===== src/rtl/sensor_scan_pkg.sv =====
// sensor_scan_pkg -- shared definitions for the greenhouse sensor scan sequencer.
//   NUM_CH      : number of ADC channels scanned per pass (9)
//   CH_*        : channel index of each sensor, in scan order
//   ch_t        : channel index type (matches the 4-bit adc_ch port)
//   sample_t    : raw / averaged 8-bit sensor value
//   state_t     : scan FSM states
package sensor_scan_pkg;

  localparam int NUM_CH = 9;
  localparam int CH_W   = 4;

  typedef logic [CH_W-1:0] ch_t;
  typedef logic [7:0]      sample_t;

  localparam ch_t CH_TEMPERATURE     = 4'd0;
  localparam ch_t CH_HUMIDITY        = 4'd1;
  localparam ch_t CH_SOIL_MOISTURE   = 4'd2;
  localparam ch_t CH_CO2_LEVEL       = 4'd3;
  localparam ch_t CH_LIGHT_INTENSITY = 4'd4;
  localparam ch_t CH_PRESSURE        = 4'd5;
  localparam ch_t CH_PH_LEVEL        = 4'd6;
  localparam ch_t CH_PEST_LEVEL      = 4'd7;
  localparam ch_t CH_LEAF_COLOR      = 4'd8;
  localparam ch_t LAST_CH            = CH_LEAF_COLOR;

  typedef enum logic [2:0] {
    IDLE,
    START,
    WAIT,
    STORE,
    NEXT
  } state_t;

endpackage


===== src/rtl/sensor_avg4.sv =====
// sensor_avg4 -- per-channel running mean of the last four accepted samples.
//   clk, rst : clock and asynchronous active-low reset (clears all history)
//   wr_en    : accept `sample` into the history of channel `ch`
//   ch       : channel whose history is read and (on wr_en) updated
//   sample   : incoming sample
//   avg      : mean of `sample` and the three previous samples of `ch`
//              (10-bit sum, truncated >>2); equals `sample` for a channel's
//              first accepted sample, which preloads its whole history.
// The incoming sample is always the newest of the four, so only the three
// older ones are stored; `avg` is combinational so the caller can register
// it in the same cycle it writes.
module sensor_avg4
  import sensor_scan_pkg::*;
(
  input  logic    clk,
  input  logic    rst,
  input  logic    wr_en,
  input  ch_t     ch,
  input  sample_t sample,
  output sample_t avg
);

  sample_t             hist [NUM_CH][3];  // [0] oldest .. [2] newest
  logic [NUM_CH-1:0]   primed;
  logic [9:0]          sum;

  assign sum = primed[ch] ? (10'(hist[ch][0]) + 10'(hist[ch][1]) +
                             10'(hist[ch][2]) + 10'(sample))
                          : {sample, 2'b00};
  assign avg = 8'(sum >> 2);

  // NOTE: the history is a small register array, not a RAM, so it takes the
  // async reset like any other flop; a cleared history must never leak an
  // old mean after reset.
  always_ff @(posedge clk or negedge rst) begin
    if (!rst) begin
      for (int c = 0; c < NUM_CH; c++) begin
        for (int k = 0; k < 3; k++) begin
          hist[c][k] <= '0;
        end
      end
      primed <= '0;
    end else if (wr_en) begin
      // NOTE: non-blocking assignments make the shift below read the
      // pre-edge history, so the entries move one slot without ordering games.
      if (!primed[ch]) begin
        hist[ch][0] <= sample;
        hist[ch][1] <= sample;
        hist[ch][2] <= sample;
        primed[ch]  <= 1'b1;
      end else begin
        hist[ch][0] <= hist[ch][1];
        hist[ch][1] <= hist[ch][2];
        hist[ch][2] <= sample;
      end
    end
  end

endmodule


===== src/rtl/sensor_scan_sequencer.sv =====
// sensor_scan_sequencer -- periodically scans 9 ADC channels and holds the
// results as registered greenhouse sensor values.
// Parameters:
//   SCAN_DIV    : clk cycles between scan starts (>= 16)
//   ADC_TIMEOUT : max clk cycles spent waiting for adc_done on one channel
// Ports:
//   clk, rst        : clock, asynchronous active-low reset
//   adc_start       : one-cycle conversion request for adc_ch
//   adc_ch          : channel under conversion (0..8)
//   adc_done        : conversion complete, qualifies adc_data (WAIT only)
//   adc_data        : raw conversion result
//   temperature .. leaf_color : registered sensor values, channels 0..8
//   sample_valid    : one-cycle pulse at the end of every scan
//   adc_fault       : some channel timed out in the last completed scan
// Build option: define SENSOR_AVG_EN to output the mean of the last four
// accepted samples per channel instead of the latest sample.
module sensor_scan_sequencer
  import sensor_scan_pkg::*;
#(
  parameter int SCAN_DIV    = 1000,
  parameter int ADC_TIMEOUT = 64
) (
  input  logic       clk,
  input  logic       rst,
  output logic       adc_start,
  output logic [3:0] adc_ch,
  input  logic       adc_done,
  input  logic [7:0] adc_data,
  output logic [7:0] temperature,
  output logic [7:0] humidity,
  output logic [7:0] soil_moisture,
  output logic [7:0] co2_level,
  output logic [7:0] light_intensity,
  output logic [7:0] pressure,
  output logic [7:0] ph_level,
  output logic [7:0] pest_level,
  output logic [7:0] leaf_color,
  output logic       sample_valid,
  output logic       adc_fault
);

  localparam int               DIV_W    = $clog2(SCAN_DIV);
  localparam logic [DIV_W-1:0] DIV_LAST = DIV_W'(SCAN_DIV - 1);
  localparam int               TMO_W    = $clog2(ADC_TIMEOUT + 1);
  localparam logic [TMO_W-1:0] TMO_LAST = TMO_W'(ADC_TIMEOUT - 1);

  state_t           state;
  logic [DIV_W-1:0] div_cnt;
  logic             scan_tick;
  logic [TMO_W-1:0] tmo_cnt;
  logic             scan_fault;   // sticky within the current scan
  sample_t          sample_q;     // captured in WAIT, written out in STORE
  sample_t          store_val;
  sample_t          sens [NUM_CH];

  // Free-running scan divider; it keeps counting during scans, so ticks
  // that land outside IDLE are simply lost.
  always_ff @(posedge clk or negedge rst) begin
    if (!rst) begin
      div_cnt <= '0;
    end else if (div_cnt == DIV_LAST) begin
      div_cnt <= '0;
    end else begin
      div_cnt <= div_cnt + DIV_W'(1);
    end
  end

  assign scan_tick = (div_cnt == DIV_LAST);

`ifdef SENSOR_AVG_EN
  sample_t avg_val;

  sensor_avg4 u_avg (
    .clk    (clk),
    .rst    (rst),
    .wr_en  (state == STORE),
    .ch     (adc_ch),
    .sample (sample_q),
    .avg    (avg_val)
  );

  assign store_val = avg_val;
`else
  assign store_val = sample_q;
`endif

  always_ff @(posedge clk or negedge rst) begin
    if (!rst) begin
      state        <= IDLE;
      adc_ch       <= CH_TEMPERATURE;
      adc_start    <= 1'b0;
      sample_valid <= 1'b0;
      adc_fault    <= 1'b0;
      scan_fault   <= 1'b0;
      tmo_cnt      <= '0;
      sample_q     <= '0;
      for (int c = 0; c < NUM_CH; c++) begin
        sens[c] <= '0;
      end
    end else begin
      // Both pulses are raised only on the transition that needs them.
      adc_start    <= 1'b0;
      sample_valid <= 1'b0;
      case (state)
        IDLE: begin
          if (scan_tick) begin
            adc_ch     <= CH_TEMPERATURE;
            scan_fault <= 1'b0;
            adc_start  <= 1'b1;
            state      <= START;
          end
        end
        START: begin
          tmo_cnt <= '0;
          state   <= WAIT;
        end
        WAIT: begin
          // adc_done is tested first so it wins over a same-cycle timeout.
          if (adc_done) begin
            sample_q <= adc_data;
            state    <= STORE;
          end else if (tmo_cnt == TMO_LAST) begin
            scan_fault <= 1'b1;
            state      <= NEXT;
          end else begin
            tmo_cnt <= tmo_cnt + TMO_W'(1);
          end
        end
        STORE: begin
          sens[adc_ch] <= store_val;
          state        <= NEXT;
        end
        NEXT: begin
          if (adc_ch < LAST_CH) begin
            adc_ch    <= adc_ch + ch_t'(1);
            adc_start <= 1'b1;
            state     <= START;
          end else begin
            sample_valid <= 1'b1;
            adc_fault    <= scan_fault;
            adc_ch       <= CH_TEMPERATURE;
            state        <= IDLE;
          end
        end
        default: state <= IDLE;
      endcase
    end
  end

  assign temperature     = sens[CH_TEMPERATURE];
  assign humidity        = sens[CH_HUMIDITY];
  assign soil_moisture   = sens[CH_SOIL_MOISTURE];
  assign co2_level       = sens[CH_CO2_LEVEL];
  assign light_intensity = sens[CH_LIGHT_INTENSITY];
  assign pressure        = sens[CH_PRESSURE];
  assign ph_level        = sens[CH_PH_LEVEL];
  assign pest_level      = sens[CH_PEST_LEVEL];
  assign leaf_color      = sens[CH_LEAF_COLOR];

endmodule


===== config.mk =====
export PLATFORM = sky130hd
export DESIGN_NAME = sensor_scan_sequencer
export DESIGN_NICKNAME = d
export VERILOG_FILES = /design/src/rtl/sensor_scan_pkg.sv /design/src/rtl/sensor_avg4.sv /design/src/rtl/sensor_scan_sequencer.sv
export SDC_FILE = /design/constraint.sdc
export NUM_CORES = 1
export LEC_CHECK = 0
export ABC_AREA = 1
export CELL_PAD_IN_SITES_DETAIL_PLACEMENT = 0
export CELL_PAD_IN_SITES_GLOBAL_PLACEMENT = 2
export CORE_MARGIN = 10
export CORE_UTILIZATION = 34
export CTS_CLUSTER_SIZE = 24
export DETAILED_ROUTE_END_ITERATION = 8
export GPL_TIMING_DRIVEN = 0
export PLACE_DENSITY = 0.92
export SLEW_MARGIN = 15
export SYNTH_ARGS = -nofsm -noshare
export SYNTH_HDL_FRONTEND = slang
export SYNTH_SLANG_ARGS = --single-unit
export TNS_END_PERCENT = 5

===== constraint.sdc =====
create_clock -name clk -period 3.8 [get_ports clk]
set_clock_uncertainty 0.2 [all_clocks]
set_input_delay 0.76 -clock clk [delete_from_list [all_inputs] [get_ports clk]]
set_output_delay 0.76 -clock clk [all_outputs]
set_load 0.01 [all_outputs]

==> out/summary.md, run 1 <==
- 0.646 — post-route fraction of the period consumed by the critical path
- 108 — flip-flop and latch count after synthesis
- 108 — clock net sink count
- primary input to async pin — class of the most critical hold timing path
- 0 ps — setup TNS
- 0 — CTS-repair resized insts
- dfrtp_1 — area leader, netlist
- 2.64 nW — static leakage
- 3 — CTS H-Tree Depth
- 5 — largest fanout on the critical path
- 15.4 um — wire length per cell
- 0 — total congestion overflow
- clkbuf_16 — clock root buffer
- 0.332 — switching portion of total power
- 8120 um — detailed placer's ending HPWL
- 1 — instance count on the critical path
- clkdlybuf4s50_1 — list of cells traversed by the critical path
- 4.62 — post-detailed-route via-to-cell ratio
- 407 MHz — f_max
- 0 — number of slew-limit violations in the final report
- output port — capturing element type of the critical path
- 458 — net count after synthesis
- false — RSZ-0062 raised after global routing
- 12,700 um^2 — core area
- 6 — length in cells of the worst reg-to-reg path
- 71.5 ps — post-route worst hold slack
- 340 ps — clk_lat worst skew
- 0.431 — share of power burned in registers
- 0.776 — Placer Congestion
- 0 — Detail Route Antenna Nets
- 1.10 mW — switching power of the nets
- built — TritonCTS clock tree
- 0.618 — worst slew margin relative to its limit
- 0.350 — Initial Utilization
- 134 um — die extent in x
- 0.463 — post-route core utilization
- 2 — number of buffers between clock root and the deepest sink
- 3,355 — number of global-route vias before repair
- flip-flop — CP Launch Type
- 564 nW/um^2 — power density normalized to cell area
- 1500 ps — WP data arrival
- 26 — count of different cell masters after synthesis
- 3,323 — Via Count
- 0.126 — Tot GR Track Use
- 0 — total setup violations reported at the end of the flow
- buffers and inverters — Top delay family on crit path
- 0 — residual DRC count
- 2840 ps — Required @ worst endpoint
- 32.3% — layout overhead on the synthesized area
- 0 — Synthesis Warnings
- 4460 um^2 — area of the mapped netlist
- 89 — Port Buffer Count
- 719 — number of standard cells in the layout, taps in and fillers out
- 640 ps — worst stage delay on the critical path
- 41 — site row count
- 254 uV — worst supply voltage drop on vdd
- 3.32 mW — Power Total
- 134 um — Die Y-Extent
- 0.289 — power share of the combinational group
- 11,100 um — wire length after detailed routing
- 70 ps — post-CTS clock slew at the launch and capture registers of the worst setup and hold paths
- 441 — post-synthesis cell count
- 2460 ps — post-layout min period
- 0 — count of inserted antenna diode cells
- 4 — number of search-and-repair iterations in the first detailed-routing pass
- dfrtp_1, nand2_1, o21ai_1 — main area contributors after synthesis
- 0 — final-report hold violation count
- 90 — boundary pin count
- 0 — post-CTS setup-driven buffer insertion count
- 2.22 mW — Int Pwr
- 9 — clock buffer count from CTS
- 0 — initial antenna violation count
- 0.607 — sequential area share after synthesis
- 18,100 um^2 — die area
- 0.0914 — share of post-route cells with drive strength above 1
- 559 — Final #Nets
- 1,259 — # fillers
- flip-flop to output port — Crit Path Category
- 573 ps — transition at the pin with the smallest max-transition slack
- 0 — maxcap violations
- 0 — number of hold buffers added after CTS
- 1 — Bufs and invs on worst path
- 85 — largest net degree at the start of global routing
- 18,300 um — global-route wire length before repair
- 703 — count of placed standard cells including taps
- clkdlybuf4s50_1 — Slowest cell on crit path
- 0.281 — clock share of power
- 10.1 um^2 — Syn Area/Cell
- 203 — initial DRC count
- finished clean — run status
- 0.607 — portion of synthesized cell area occupied by the leading cell type
==> layout by cell type (no fill, tap or decap), types with 7 or more instances in the layout <==
| master | synthesis | layout |
|---|---|---|
| nand2_1 | 114 | 114 |
| dfrtp_1 | 108 | 108 |
| clkdlybuf4s50_1 | 0 | 88 |
| o21ai_1 | 71 | 71 |
| nor2_1 | 34 | 34 |
| inv_1 | 28 | 28 |
| nand3_1 | 14 | 14 |
| a21oi_1 | 12 | 12 |
| buf_6 | 9 | 10 |
| clkbuf_16 | 0 | 9 |
| o21ai_0 | 7 | 7 |
==> final timing paths <==
kind                       startpoint                  to  slack [ps]
min in group clk           scan_fault          scan_fault         280
setup / recovery            adc_ch[3]           adc_ch[3]        1340
hold / removal                    rst         humidity[7]          70
hold reg to reg            scan_fault          scan_fault         280
setup reg to reg           tmo_cnt[1]          tmo_cnt[3]        2020
max in group asynchronous         rst  light_intensity[0]        2650
==> cell families after synthesis <==
kind of cell | count (synthesis) | share of synthesized area
xor gates and xnor gates | 7 | 0.0138
adders and majority gates | 6 | 0.0168
DFF | 108 | 0.607
AOI/OAI and AO/OA | 93 | 0.107
buffers and inverters | 42 | 0.0517
and+or+nand+nor | 184 | 0.202
muxes | 1 | 0.00253
==> routing by layer <==
layer | up-vias | wire length (um) | GRT usage
met3 | 12 | 693 | 0.0401
met4 | 0 | 125 | 0.0339
li1 | 1658 | - | -
met1 | 1589 | 4960 | 0.156
met5 | - | 0 | 0
met2 | 64 | 5300 | 0.206
==> layout make-up <==
type	count	area, um^2	share of cell area
buffer	11	111	0.0189
clock buffer	10	239	0.0406
clock inverter	6	63.8	0.0108
inverter	31	119	0.0202
multi-input combinational	291	1520	0.258
sequential	108	2700	0.459
tap	172	215	0.0365
timing repair buffer	90	920	0.156
==> sequential cells by signal, indices dropped and copies added (netlist names) <==
signal	flops
tmo_cnt	7
sample_valid	1
pest_level	8
co2_level	8
ph_level	8
adc_fault	1
adc_start	1
light_intensity	8
humidity	8
soil_moisture	8
adc_ch	4
temperature	8
scan_fault	1
pressure	8
leaf_color	8
div_cnt	10
state	3
sample_q	8
==> power by group through the flow <==
stage,clock network [mW],registers [mW],logic [mW]
3_3_place_gp,0,1.45,0.954
2_1_floorplan,0,1.49,0.456
5_1_grt,0.996,1.46,1.07
6_report,0.932,1.43,0.960
3_5_place_dp,0,1.45,0.984
4_1_cts,0.956,1.43,0.986
==> metrics by stage <==
stage	worst slack, ps	instance area (um^2)
3_5_place_dp	1600	5590
3_3_place_gp	-2180	5560
2_1_floorplan	2180	4460
5_1_grt	1300	5890
4_1_cts	1310	5890
6_report	1340	5890
==> Yosys cell counts <==
library cell,count
dfrtp_1,108
mux2_2,1
inv_1,28
nor3_1,3
ha_1,6
o21ai_2,3
buf_2,2
a21oi_1,12
nor2_8,1
nand3_1,14
nand2_2,2
nand2_1,114
inv_4,1
nand4_4,5
nand4_1,4
nor2_1,34
inv_2,2
xor2_1,3
o21ai_1,71
o21ai_0,7
nand3_2,1
xnor2_1,4
buf_6,9
nand3_4,4
or2_2,1
nor3b_1,1
==> worst register-to-register path, cell delays in order, from the launching register on <==
cell     delay, ps
dfrtp_1        380
ha_1           210
nand3_2        130
o21ai_2        430
nand2_2        180
nand2_1        100
nand2_1         50
Note: power is estimated with default switching activity, not from simulation.
==> run 2, diff against run 1 <==
--- a/config.mk
+++ b/config.mk
@@ -9,11 +9,11 @@
 export CELL_PAD_IN_SITES_DETAIL_PLACEMENT = 0
 export CELL_PAD_IN_SITES_GLOBAL_PLACEMENT = 2
 export CORE_MARGIN = 10
-export CORE_UTILIZATION = 34
+export CORE_UTILIZATION = 29
 export CTS_CLUSTER_SIZE = 24
 export DETAILED_ROUTE_END_ITERATION = 8
 export GPL_TIMING_DRIVEN = 0
-export PLACE_DENSITY = 0.92
+export PLACE_DENSITY = 0.84
 export SLEW_MARGIN = 15
 export SYNTH_ARGS = -nofsm -noshare
 export SYNTH_HDL_FRONTEND = slang
==> constraint.sdc (replaced) <==
create_clock -name clk -period 2 [get_ports clk]
set_clock_uncertainty 0.2 [all_clocks]
set_input_delay 0.4 -clock clk [delete_from_list [all_inputs] [get_ports clk]]
set_output_delay 0.4 -clock clk [all_outputs]
set_load 0.01 [all_outputs]
==> run 2 against run 1 <==
Effect of this change:
- worst hold slack improved by 220 ps
- combinational power grew 90%
- clock power rose by 110%
- count of clock-buffer cells in the layout up 1
- sequential share of layout area shrank 0.36 points
- utilization down 7.1 points
- non-clock buffer count up 1
- highest routed layer unchanged
- largest cell class unchanged
- design area is 0.83% higher
==> out/summary.md, run 2 (synthesis gave the netlist of run 1 again) <==
- 210 — initial DRC count, +3.4%
- 1 — Bufs and invs on worst path, unchanged
- 0 — total congestion overflow, unchanged
- 0.330 — switching portion of total power, -0.00153
- 0 — residual DRC count, unchanged
- 45 — site row count, +9.8%
- 2.68 nW — static leakage, +1.4%
- 165 ps — Placement Setup Slack, -1440 ps
- 33.4% — layout overhead on the synthesized area
- 514 uV — worst supply voltage drop on vdd, +100%
- 3 — CTS H-Tree Depth, unchanged
- 144 um — Die Y-Extent, +7.0%
- 0 — Detail Route Antenna Nets, unchanged
- nand2_1, dfrtp_1, clkdlybuf4s50_1 — most used cells in the layout excluding fill and tap cells
- false — RSZ-0062 raised after global routing
- 5 — number of search-and-repair iterations in the first detailed-routing pass, +1
- 0 — count of inserted antenna diode cells, unchanged
- 531 MHz — f_max
- 20,700 um^2 — die area, +15%
- clkdlybuf4s50_1 — Slowest cell on crit path
- 0.299 — clock share of power, +0.018
- 0 — maxcap violations, unchanged
- 0 — total setup violations reported at the end of the flow, unchanged
- 549 ps — transition at the pin with the smallest max-transition slack, -24.4 ps
- output port — capturing element type of the critical path
- flip-flop to flip-flop — class of the most critical hold timing path
- 117 ps — Final WS setup, -1230 ps
- 0.942 — post-route fraction of the period consumed by the critical path
- 1400 ps — Required @ worst endpoint, -1440 ps
- 3,387 — Via Count, +1.9%
- 1280 ps — WP data arrival, -220 ps
- 0.294 — Initial Utilization, -0.0560
- 57 — largest net degree at the start of global routing, -33%
- 89 — Port Buffer Count, unchanged
- 6.49 mW — Power Total, +95%
- 0.634 — worst slew margin relative to its limit, +0.0163
- 15.7 um — wire length per cell, +1.7%
- buffers and inverters — Top delay family on crit path
- nand2_1 — most common cell after layout, fill and taps aside
- 4.35 mW — Int Pwr, +96%
- 10 — number of flip-flops in the largest register, unchanged
- 0.420 — share of power burned in registers, -0.011
- 1520 um^2 — area of combinational cells with multiple inputs, unchanged
- 1,453 — # fillers, +15%
- 560 ps — worst stage delay on the critical path, -80 ps
- 3,412 — number of global-route vias before repair, +1.7%
- 0 — initial antenna violation count, unchanged
- finished clean — run status
- flip-flop — CP Launch Type
- 2 — largest fanout on the critical path, -3
- 11,500 um — wire length after detailed routing, +4.1%
- 0.775 — Placer Congestion, -0.13%
- 1090 nW/um^2 — power density normalized to cell area, +94%
- 0.0912 — share of post-route cells with drive strength above 1, -0.000167
- 560 — Final #Nets, +0.18%
- 15,100 um^2 — core area, +19%
- clkdlybuf4s50_1 — list of cells traversed by the critical path
- 0.281 — power share of the combinational group, -0.008
- 2 — number of buffers between clock root and the deepest sink, unchanged
- flip-flop to output port — Crit Path Category
- 108 — clock net sink count, unchanged
- 2.14 mW — switching power of the nets, +95%
- clkbuf_16 — clock root buffer
- 0.113 — Tot GR Track Use, -0.0131
- 90 — boundary pin count, unchanged
- 9 — clock buffer count from CTS, unchanged
- 1880 ps — post-layout min period
- 5940 um^2 — fin area, +0.83%
- built — TritonCTS clock tree
- 340 ps — clk_lat worst skew, about the same
- 0 — number of slew-limit violations in the final report, unchanged
- 0 — final-report hold violation count, unchanged
- 5610 um^2 — post-detailed-placement cell area, +0.36%
- 0 ps — setup TNS, unchanged
- 2700 um^2 — register area, about the same
- 18,300 um — global-route wire length before repair, -0.38%
- 144 um — die extent in x, +7.0%
- div_cnt — register with the most flip-flops
- 4.60 — post-detailed-route via-to-cell ratio, -0.43%
- 70 ps — post-CTS clock slew at the launch and capture registers of the worst setup and hold paths, about the same
- 8580 um — detailed placer's ending HPWL, +5.6%
==> run 2: cell types whose count changed in the layout (fill, tap and decap cells not counted), sizes merged <==
| cell | before | now |
|---|---|---|
| inv | 31 | 33 |
| bufinv | 1 | 2 |
| dlygate4sd3 | 0 | 1 |
| clkinv | 3 | 1 |
| clkdlybuf4s50 | 88 | 84 |
| clkinvlp | 2 | 0 |
| dlygate4sd2 | 0 | 4 |
| clkbuf | 10 | 11 |
==> run 2: final timing paths <==
path,slack (ps),cells after the start,end,startpoint
max,120,1,co2_level[2],co2_level[2]
min in group asynchronous,380,2,soil_moisture[0],rst
min reg2reg,290,2,pressure[2],pressure[2]
max reg2reg,230,6,tmo_cnt[5],tmo_cnt[1]
min,290,2,pressure[2],pressure[2]
max in group asynchronous,560,3,adc_ch[3],rst
==> run 2: stage by stage <==
stage                      util  instances  hold WS (ps)
final                     0.392        736           291
after global routing      0.392        736           310
after CTS                 0.392        736           295
after detailed placement  0.370        719           198
after global placement    0.369        718           274
after floorplan               -        441         -95.6
==> run 2: what timing repair did <==
action                                  CTS  global route
gates resized for setup                   5             0
endpoints found under the setup margin    4             0
hold buffers                              1             0
hold endpoints to repair                 55             0
buffers inserted                          0             0
==> run 2: cell type report <==
type | instances | share of cell area
plain buffers | 11 | 0.0187
clock buffers | 11 | 0.0409
clock inverters | 5 | 0.0139
inverters | 31 | 0.0200
multi-input cells | 291 | 0.256
flip-flops and latches | 108 | 0.455
well taps | 188 | 0.0396
repair buffers | 91 | 0.156
==> run 2: layer usage <==
layer / track usage / share of wire
met5: 0 / 0
met2: 0.191 / 0.50
met3: 0.0340 / 0.064
met4: 0.0322 / 0.0079
met1: 0.134 / 0.42
==> run 2: power by group through the flow <==
stage | logic, mW | clock network [mW] | registers, mW
detailed placement | 1.87 | 0 | 2.78
global route | 2.04 | 2.06 | 2.78
floorplan | 0.866 | 0 | 2.83
CTS | 1.87 | 1.99 | 2.74
global placement | 1.83 | 0 | 2.76
finish | 1.82 | 1.94 | 2.73
==> run 3, diff against run 2 <==
--- a/config.mk
+++ b/config.mk
@@ -8,7 +8,7 @@
 export ABC_AREA = 1
 export CELL_PAD_IN_SITES_DETAIL_PLACEMENT = 0
 export CELL_PAD_IN_SITES_GLOBAL_PLACEMENT = 2
-export CORE_MARGIN = 10
+export CORE_MARGIN = 8
 export CORE_UTILIZATION = 29
 export CTS_CLUSTER_SIZE = 24
 export DETAILED_ROUTE_END_ITERATION = 8
==> run 3 against run 2 <==
Effect of this change:
- largest power group unchanged
- sequential share of layout area up 0.12 points
- largest cell class unchanged
- critical path depth unchanged
- worst setup slack improved by 13 ps
- non-clock buffer count did not move
- fmax is 0.72% higher
- combinational power about the same
- wire length down 3.5%
- die area shrank 5.5%
- first-iteration DRC count fell by 15%
==> out/summary.md, run 3 (synthesis gave the netlist of run 1 again) <==
- finished clean — run status
- 1070 nW/um^2 — power density normalized to cell area, -2.4%
- clkbuf_16 — clock root buffer
- 550 ps — worst stage delay on the critical path, about the same
- 45 — site row count, unchanged
- 535 MHz — f_max, +0.72%
- 0.393 — post-route core utilization, +0.000469
- 140 um — die extent in x, -2.8%
- 1270 ps — WP data arrival, about the same
- 15.1 um — wire length per cell, -3.5%
- 3,344 — Via Count, -1.3%
- 15,100 um^2 — core area, -0.37%
- div_cnt — register with the most flip-flops
- flip-flop to output port — Crit Path Category
- 8130 um — detailed placer's ending HPWL, -5.2%
- 2 — number of buffers between clock root and the deepest sink, unchanged
- 70 ps — post-CTS clock slew at the launch and capture registers of the worst setup and hold paths, about the same
- 0 — final-report hold violation count, unchanged
- nand2_1, dfrtp_1, clkdlybuf4s50_1 — most used cells in the layout excluding fill and tap cells
- 0 — maxcap violations, unchanged
- 0.295 — Initial Utilization, +0.00110
- 108 — clock net sink count, unchanged
- 90 — boundary pin count, unchanged
- 6.32 mW — Power Total, -2.6%
- 0.935 — post-route fraction of the period consumed by the critical path, -0.00670
- 2 — largest fanout on the critical path, unchanged
- 162 ps — Placement Setup Slack, -2.54 ps
- buffers and inverters — Top delay family on crit path
- 0.629 — worst slew margin relative to its limit, -0.00503
- 5930 um^2 — fin area, -0.25%
- 0.0931 — share of post-route cells with drive strength above 1, +0.00182
- 1 — Bufs and invs on worst path, unchanged
- 0 — count of inserted antenna diode cells, unchanged
- 0 — total congestion overflow, unchanged
- 130 ps — Final WS setup, +13.4 ps
- nand2_1 — most common cell after layout, fill and taps aside
- false — RSZ-0062 raised after global routing
- flip-flop — CP Launch Type
- 4 — number of search-and-repair iterations in the first detailed-routing pass, -1
- 0.776 — Placer Congestion, +0.13%
- clkdlybuf4s50_1 — Slowest cell on crit path
- 446 uV — worst supply voltage drop on vdd, -13%
- 11,100 um — wire length after detailed routing, -3.5%
- 4.54 — post-detailed-route via-to-cell ratio, -1.3%
- 0 — number of slew-limit violations in the final report, unchanged
- flip-flop to flip-flop — class of the most critical hold timing path
- 19,600 um^2 — die area, -5.5%
- 230 ps — setup slack of the worst register-to-register path, about the same
- 89 — Port Buffer Count, unchanged
- 3,347 — number of global-route vias before repair, -1.9%
- 0 — initial antenna violation count, unchanged
- 67 — largest net degree at the start of global routing, +18%
- built — TritonCTS clock tree
- 33.0% — layout overhead on the synthesized area
- 0.118 — Tot GR Track Use, +0.00522
- 179 — initial DRC count, -15%
- 2.67 nW — static leakage, -0.16%
- 0 — residual DRC count, unchanged
- 140 um — Die Y-Extent, -2.8%
- 9 — clock buffer count from CTS, unchanged
- 0 — total setup violations reported at the end of the flow, unchanged
- 560 — Final #Nets, unchanged
- 340 ps — clk_lat worst skew, about the same
- 3 — CTS H-Tree Depth, unchanged
- 18,200 um — global-route wire length before repair, -0.19%
- output port — capturing element type of the critical path
- 556 ps — transition at the pin with the smallest max-transition slack, +7.53 ps
- 5610 um^2 — post-detailed-placement cell area, unchanged
- 0 — post-CTS setup-driven buffer insertion count, unchanged
- 1870 ps — post-layout min period, -13.4 ps
- clkdlybuf4s50_1 — list of cells traversed by the critical path
- 10 — number of flip-flops in the largest register, unchanged
- 0 — Detail Route Antenna Nets, unchanged
- 1400 ps — Required @ worst endpoint, about the same
==> run 3: changes by cell type in the layout (fill, tap and decap cells not counted), sizes merged <==
cell and delta:
clkinv +3, inv -2, bufinv -1
==> run 3: where the power goes <==
group / internal (mW) / leakage (nW) / switching (mW)
sequential: 2.53 / 1.44 / 0.199
combinational: 0.687 / 1.08 / 1.13
clock: 1.03 / 0.155 / 0.751
total: 4.25 / 2.67 / 2.08
==> run 3: what timing repair did <==
action                     in CTS  in global routing
resized for setup               5                  1
hold endpoints to repair       42                  0
setup endpoints to repair       4                  2
hold buffers                    1                  0
==> run 3: area by class of cell <==
cell class | instances | area, um^2
flip-flops and latches | 108 | 2700
clock buffers | 11 | 253
inverters | 31 | 119
repair buffers | 91 | 925
plain buffers | 11 | 111
well taps | 188 | 235
multi-input cells | 291 | 1530
fillers | 1464 | 9160
clock inverters | 5 | 50.0
==> run 3: final timing paths <==
kind,cells past startpoint,startpoint,endpoint
min in group asynchronous,2,rst,humidity[6]
worst min register to register,2,ph_level[7],ph_level[7]
max in group asynchronous,3,rst,light_intensity[4]
worst min-delay path,2,ph_level[7],ph_level[7]
worst max register to register,6,adc_ch[0],leaf_color[5]
worst max-delay path,1,leaf_color[0],leaf_color[0]
==> run 3: metrics by stage <==
stage	hold slack [ps]	std cells	setup TNS [ps]
after floorplan	-95.6	441	0
after global placement	275	718	-398400
after detailed placement	149	719	0
after CTS	294	736	0
after global routing	313	736	0
final	287	736	0
==> run 3: per-layer routing <==
| metal | vias up | track usage | part of all wire |
|---|---|---|---|
| met5 | - | 0 | 0 |
| met4 | 0 | 0.0503 | 0.016 |
| met3 | 14 | 0.0336 | 0.063 |
| met2 | 67 | 0.196 | 0.49 |
| met1 | 1607 | 0.140 | 0.43 |
| li1 | 1656 | - | - |
